==> config.mk <==
export PLATFORM = sky130hd
export DESIGN_NAME = instr_encoder
export DESIGN_NICKNAME = d
export VERILOG_FILES = /design/src/rtl/instr_encoder.sv
export SDC_FILE = /design/constraint.sdc
export NUM_CORES = 1
export LEC_CHECK = 0
export ABC_AREA = 1
export CORE_ASPECT_RATIO = 0.5
export CORE_UTILIZATION = 51
export DETAILED_ROUTE_END_ITERATION = 10
export PLACE_DENSITY = 0.9
export REMOVE_ABC_BUFFERS = 1
export SKIP_LAST_GASP = 1
export SYNTH_ARGS = -nofsm -noshare
export SYNTH_HDL_FRONTEND = slang
export SYNTH_SLANG_ARGS = --single-unit
==> constraint.sdc <==
create_clock -name clk -period 3.1 [get_ports clk]
set_input_delay 0.62 -clock clk [delete_from_list [all_inputs] [get_ports clk]]
set_output_delay 0.62 -clock clk [all_outputs]
set_load 0.02 [all_outputs]
==> src/rtl/instr_encoder.sv <==
// -----------------------------------------------------------------------------
// instr_encoder
//   Packs RV32-style instruction fields plus a signed byte-offset immediate
//   into a 32-bit instruction word. A request is accepted in IDLE, encoded in
//   ENCODE, then offered in HOLD until the consumer takes it.
//
// Ports
//   clk        : single clock, all state on rising edge
//   reset      : synchronous active-low reset
//   in_valid   : request present          in_ready  : encoder idle, can accept
//   immSrc     : 00 I, 01 S, 10 B, 11 R   immIn     : signed byte offset
//   opcode, funct3, funct7, rd, rs1, rs2  : instruction fields
//   out_valid  : encoded word available   out_ready : consumer takes word
//   instr      : encoded instruction      err       : immediate not representable
//   enc_count  : handshakes completed (wraps)
//   err_count  : handshakes with err=1 (saturates at 255)
// -----------------------------------------------------------------------------
module instr_encoder (
  input  logic        clk,
  input  logic        reset,
  input  logic        in_valid,
  output logic        in_ready,
  input  logic [1:0]  immSrc,
  input  logic [31:0] immIn,
  input  logic [6:0]  opcode,
  input  logic [2:0]  funct3,
  input  logic [6:0]  funct7,
  input  logic [4:0]  rd,
  input  logic [4:0]  rs1,
  input  logic [4:0]  rs2,
  output logic        out_valid,
  input  logic        out_ready,
  output logic [31:0] instr,
  output logic        err,
  output logic [15:0] enc_count,
  output logic [7:0]  err_count
);

  typedef enum logic [1:0] {
    ST_IDLE   = 2'b00,
    ST_ENCODE = 2'b01,
    ST_HOLD   = 2'b10
  } state_e;

  typedef enum logic [1:0] {
    FMT_I = 2'b00,
    FMT_S = 2'b01,
    FMT_B = 2'b10,
    FMT_R = 2'b11
  } fmt_e;

  // State and registered outputs
  state_e      state_q,     state_d;
  logic        in_ready_q,  in_ready_d;
  logic        out_valid_q, out_valid_d;
  logic [31:0] instr_q,     instr_d;
  logic        err_q,       err_d;
  logic [15:0] enc_count_q, enc_count_d;
  logic [7:0]  err_count_q, err_count_d;

  // Captured request
  fmt_e        fmt_q,    fmt_d;
  logic [31:0] imm_q,    imm_d;
  logic [6:0]  opcode_q, opcode_d;
  logic [2:0]  funct3_q, funct3_d;
  logic [6:0]  funct7_q, funct7_d;
  logic [4:0]  rd_q,     rd_d;
  logic [4:0]  rs1_q,    rs1_d;
  logic [4:0]  rs2_q,    rs2_d;

  // Encoder datapath results (from captured request only)
  logic [31:0] enc_word;
  logic        enc_err;
  logic        fits_12;
  logic        fits_13;

  // A value fits an N-bit signed field when all bits from N-1 upward are
  // copies of the sign, i.e. all-ones or all-zeros.
  always_comb begin
    fits_12 = (&imm_q[31:11]) | ~(|imm_q[31:11]);
    fits_13 = (&imm_q[31:12]) | ~(|imm_q[31:12]);
  end

  always_comb begin
    enc_word = '0;
    enc_err  = 1'b0;
    case (fmt_q)
      FMT_I: begin
        enc_err  = ~fits_12;
        enc_word = {imm_q[11:0], rs1_q, funct3_q, rd_q, opcode_q};
      end
      FMT_S: begin
        enc_err  = ~fits_12;
        enc_word = {imm_q[11:5], rs2_q, rs1_q, funct3_q, imm_q[4:0], opcode_q};
      end
      FMT_B: begin
        // 13-bit signed range with an even offset; the top odd value 4095 is
        // excluded by the alignment test, giving -4096..4094.
        enc_err  = ~fits_13 | imm_q[0];
        enc_word = {imm_q[12], imm_q[10:5], rs2_q, rs1_q, funct3_q,
                    imm_q[4:1], imm_q[11], opcode_q};
      end
      FMT_R: begin
        enc_err  = 1'b0;
        enc_word = {funct7_q, rs2_q, rs1_q, funct3_q, rd_q, opcode_q};
      end
      default: begin
        enc_err  = 1'b0;
        enc_word = '0;
      end
    endcase
  end

  always_comb begin
    state_d     = state_q;
    in_ready_d  = in_ready_q;
    out_valid_d = out_valid_q;
    instr_d     = instr_q;
    err_d       = err_q;
    enc_count_d = enc_count_q;
    err_count_d = err_count_q;
    fmt_d       = fmt_q;
    imm_d       = imm_q;
    opcode_d    = opcode_q;
    funct3_d    = funct3_q;
    funct7_d    = funct7_q;
    rd_d        = rd_q;
    rs1_d       = rs1_q;
    rs2_d       = rs2_q;

    case (state_q)
      ST_IDLE: begin
        if (in_valid) begin
          fmt_d      = fmt_e'(immSrc);
          imm_d      = immIn;
          opcode_d   = opcode;
          funct3_d   = funct3;
          funct7_d   = funct7;
          rd_d       = rd;
          rs1_d      = rs1;
          rs2_d      = rs2;
          in_ready_d = 1'b0;
          state_d    = ST_ENCODE;
        end
      end
      ST_ENCODE: begin
        err_d       = enc_err;
        instr_d     = enc_err ? '0 : enc_word;
        out_valid_d = 1'b1;
        state_d     = ST_HOLD;
      end
      ST_HOLD: begin
        if (out_ready) begin
          out_valid_d = 1'b0;
          in_ready_d  = 1'b1;
          enc_count_d = enc_count_q + 16'd1;
          if (err_q && (err_count_q != 8'hFF)) begin
            err_count_d = err_count_q + 8'd1;
          end
          state_d = ST_IDLE;
        end
      end
      default: begin
        out_valid_d = 1'b0;
        in_ready_d  = 1'b1;
        state_d     = ST_IDLE;
      end
    endcase
  end

  always_ff @(posedge clk) begin
    if (!reset) begin
      state_q     <= ST_IDLE;
      in_ready_q  <= 1'b1;
      out_valid_q <= 1'b0;
      instr_q     <= '0;
      err_q       <= 1'b0;
      enc_count_q <= '0;
      err_count_q <= '0;
      fmt_q       <= FMT_I;
      imm_q       <= '0;
      opcode_q    <= '0;
      funct3_q    <= '0;
      funct7_q    <= '0;
      rd_q        <= '0;
      rs1_q       <= '0;
      rs2_q       <= '0;
    end else begin
      state_q     <= state_d;
      in_ready_q  <= in_ready_d;
      out_valid_q <= out_valid_d;
      instr_q     <= instr_d;
      err_q       <= err_d;
      enc_count_q <= enc_count_d;
      err_count_q <= err_count_d;
      fmt_q       <= fmt_d;
      imm_q       <= imm_d;
      opcode_q    <= opcode_d;
      funct3_q    <= funct3_d;
      funct7_q    <= funct7_d;
      rd_q        <= rd_d;
      rs1_q       <= rs1_d;
      rs2_q       <= rs2_d;
    end
  end

  assign in_ready  = in_ready_q;
  assign out_valid = out_valid_q;
  assign instr     = instr_q;
  assign err       = err_q;
  assign enc_count = enc_count_q;
  assign err_count = err_count_q;

endmodule

==> results.json <==
{
  "status": "finished, final reports clean",
  "route.detailed.drc": 0,
  "hold_path.class": "flip-flop to flip-flop",
  "cp_cell_sequence": "clkdlybuf4s50_1",
  "first_iter_violations": 322,
  "io_buffers": 128,
  "die_height_um": 72.9,
  "syn_avg_cell_area_sq_um": 7.67,
  "synth_top_area_share_pct": 49.6,
  "cp.arrival_ps": 1500,
  "synth_area_sq_um": 5130,
  "grt_overflow_total": 0,
  "io_pins": 129,
  "finalHoldViolations": 0,
  "max-vdd-ir-drop_mv": 0.458,
  "grtUsageTotal_pct": 25.8,
  "die_w_um": 144,
  "initial_core_util_pct": 53.4,
  "core_area_sq_um": 9600,
  "cp.required_ps": 2480,
  "synth_common_cells": "147 x nor2_1, 127 x dfxtp_1, 85 x o21ai_0",
  "antenna_cells": 0,
  "routed_via_density": 5.38,
  "dp.cells": 902,
  "fin_crit_ps": 2120,
  "yosysSeqAreaShare_pct": 49.6,
  "async_flop_share_pct": 0,
  "yosys.area.top_type": "dfxtp_1",
  "grt_start_max_net_pins": 84,
  "cap_violations": 0,
  "maxSlewHeadroom_pct": 29.4,
  "hold_buffers": 0,
  "clock_tree.root_cell": "clkbuf_16",
  "crit_type": "flip-flop to primary output",
  "worst_setup_path_start_kind": "flip-flop",
  "syn_to_final_growth_pct": 38.0,
  "p_comb_share_pct": 10.9,
  "switching_power_mw": 0.984,
  "cts_inserted_buffers": 17,
  "end_kind": "primary output",
  "max_stage_delay_ps": 650,
  "synthDistinctLibCells": 34,
  "synth_area_leaders": "dfxtp_1 50%, nor2_1 11%, o21ai_0 8.3%, a21oi_1 6.4%, nand2_1 5.0%",
  "fin_nets": 858,
  "syn_inst": 668,
  "cp_slowest_cell": "clkdlybuf4s50_1",
  "yosys_warnings": 0,
  "antenna_found_initial": 0,
  "fin_tns_setup_ps": 0,
  "place.gp.congestion": 0.838,
  "crit_buf_inv": 1,
  "finalClockSkew_ps": 7.51,
  "p_total_mw": 4.19,
  "seqPwrFrac_pct": 42.5,
  "synth_ff_type": "dfxtp_1",
  "grt_pass1_wl_mm": 21.0,
  "fillers": 743,
  "multi_input_area_sq_um": 2260,
  "via_count": 5021,
  "grt_pass1_vias": 4626,
  "drt_first_pass_iters": 5,
  "clockBufferDepth": 2,
  "yosysMostFrequentCell": "nor2_1",
  "finalCritPeriodShare_pct": 68.4,
  "cts_setup_buffers": 0,
  "post_drt_wl_per_cell_um": 14.3,
  "seqCellArea_sq_um": 2540,
  "path_delay_family": "buffers and inverters",
  "pwr-share-clk_pct": 46.7,
  "rsz0062_at_grt": "false",
  "worstSkewPairLatency_ps": 410,
  "slew_viol_final": 0,
  "h-tree-depth": 4,
  "ant_nets": 0,
  "final_core_util_pct": 73.6,
  "worstMarginPinSlew_ps": 1060,
  "detailed_place_hpwl_mm": 8.46,
  "cts_resized": 0,
  "crit_fanout": 6,
  "powerDensity_nw_per_um2": 593,
  "rows": 25,
  "die-area_sq_um": 10500,
  "switching_share_pct": 23.5,
  "final_cells": 933,
  "synth_seq_cells": 127,
  "synth_edf_count": 0,
  "clock_sinks": 127,
  "tritoncts": "done",
  "clock.fmax_mhz": 472,
  "drive_above_1_share_pct": 6.14,
  "path_clk_slew_ps": 50,
  "leakage_nw": 2.69,
  "p_int_mw": 3.21,
  "final-setup-viol-count": 0,
  "drt-total-wl_mm": 13.4
}
-- registers in the layout (all words and copies together), names as in the netlist, 3 cells and up --
| name | cells |
|---|---|
| enc_count | 16 |
| err_count | 8 |
| funct3_q | 3 |
| funct7_q | 7 |
| imm_q | 32 |
| instr | 32 |
| opcode_q | 7 |
| rd_q | 5 |
| rs1_q | 5 |
| rs2_q | 5 |
-- per-layer routing --
| layer | vias up | part of all wire, % | global-route usage [%] |
|---|---|---|---|
| li1 | 2446 | - | - |
| met1 | 2360 | 42 | 30.5 |
| met2 | 190 | 51 | 46.1 |
| met3 | 25 | 5.8 | 5.91 |
| met4 | 0 | 1.7 | 10.0 |
| met5 | - | 0 | 0 |
-- layout make-up --
cell class | instances | area share, %
clock buffers | 26 | 7.20
clock inverters | 5 | 1.10
inverters | 48 | 2.55
multi-input cells | 458 | 32.0
flip-flops and latches | 127 | 36.0
well taps | 135 | 2.39
repair buffers | 134 | 18.9
-- stage by stage --
step	hold slack, ps	area, sq um	worst slack [ps]
6_report	462	7070	980
5_1_grt	480	7070	932
4_1_cts	460	7070	970
3_5_place_dp	452	6480	853
3_3_place_gp	442	6480	903
2_1_floorplan	430	4980	406
-- layout by cell type, fill, tap and decap left out, drive strengths merged --
master and instances:
a211oi 10, a21oi 66, a221o 1, a221oi 1
buf 7, bufinv 2, clkbuf 26, clkdlybuf4s50 127
clkinv 2, clkinvlp 1, dfxtp 127, ha 2
inv 48, mux2i 13, nand2 71, nand3 30
nand3b 3, nand4 8, nor2 151, nor3 6
nor4 2, o2111ai 1, o211ai 1, o21a 2
o21ai 86, o22ai 1, xor2 3
-- final timing paths --
| kind | start | endpoint | slack [ps] | depth (start not counted) |
|---|---|---|---|---|
| max | enc_count[11]$_SDFFE_PN0P_ | enc_count[11] | 980 | 1 |
| min | imm_q[8]$_SDFFE_PN0P_ | imm_q[8]$_SDFFE_PN0P_ | 460 | 2 |
| max reg2reg | fmt_q[1]$_SDFFE_PN0P_ | instr[9]$_SDFFE_PN0P_ | 1140 | 7 |
| min reg2reg | imm_q[8]$_SDFFE_PN0P_ | imm_q[8]$_SDFFE_PN0P_ | 460 | 2 |
-- power groups by stage --
stage               Sequential (mW)  Combinational [mW]  Clock [mW]
floorplan                      1.81               0.229           0
global placement               1.81               0.434           0
global route                   1.79               0.503        2.06
CTS                            1.78               0.453        1.98
finish                         1.78               0.455        1.96
detailed placement             1.81               0.447           0
-- cells by family after synthesis --
logic type	Yosys count	synth area share, %
simple gates	271	22.8
compound gates	169	17.7
flops	127	49.6
buf+inv	83	6.37
mux	13	2.54
xor+xnor	3	0.513
fa+ha+maj	2	0.488
No activity file was read; power rests on OpenSTA's default activity.
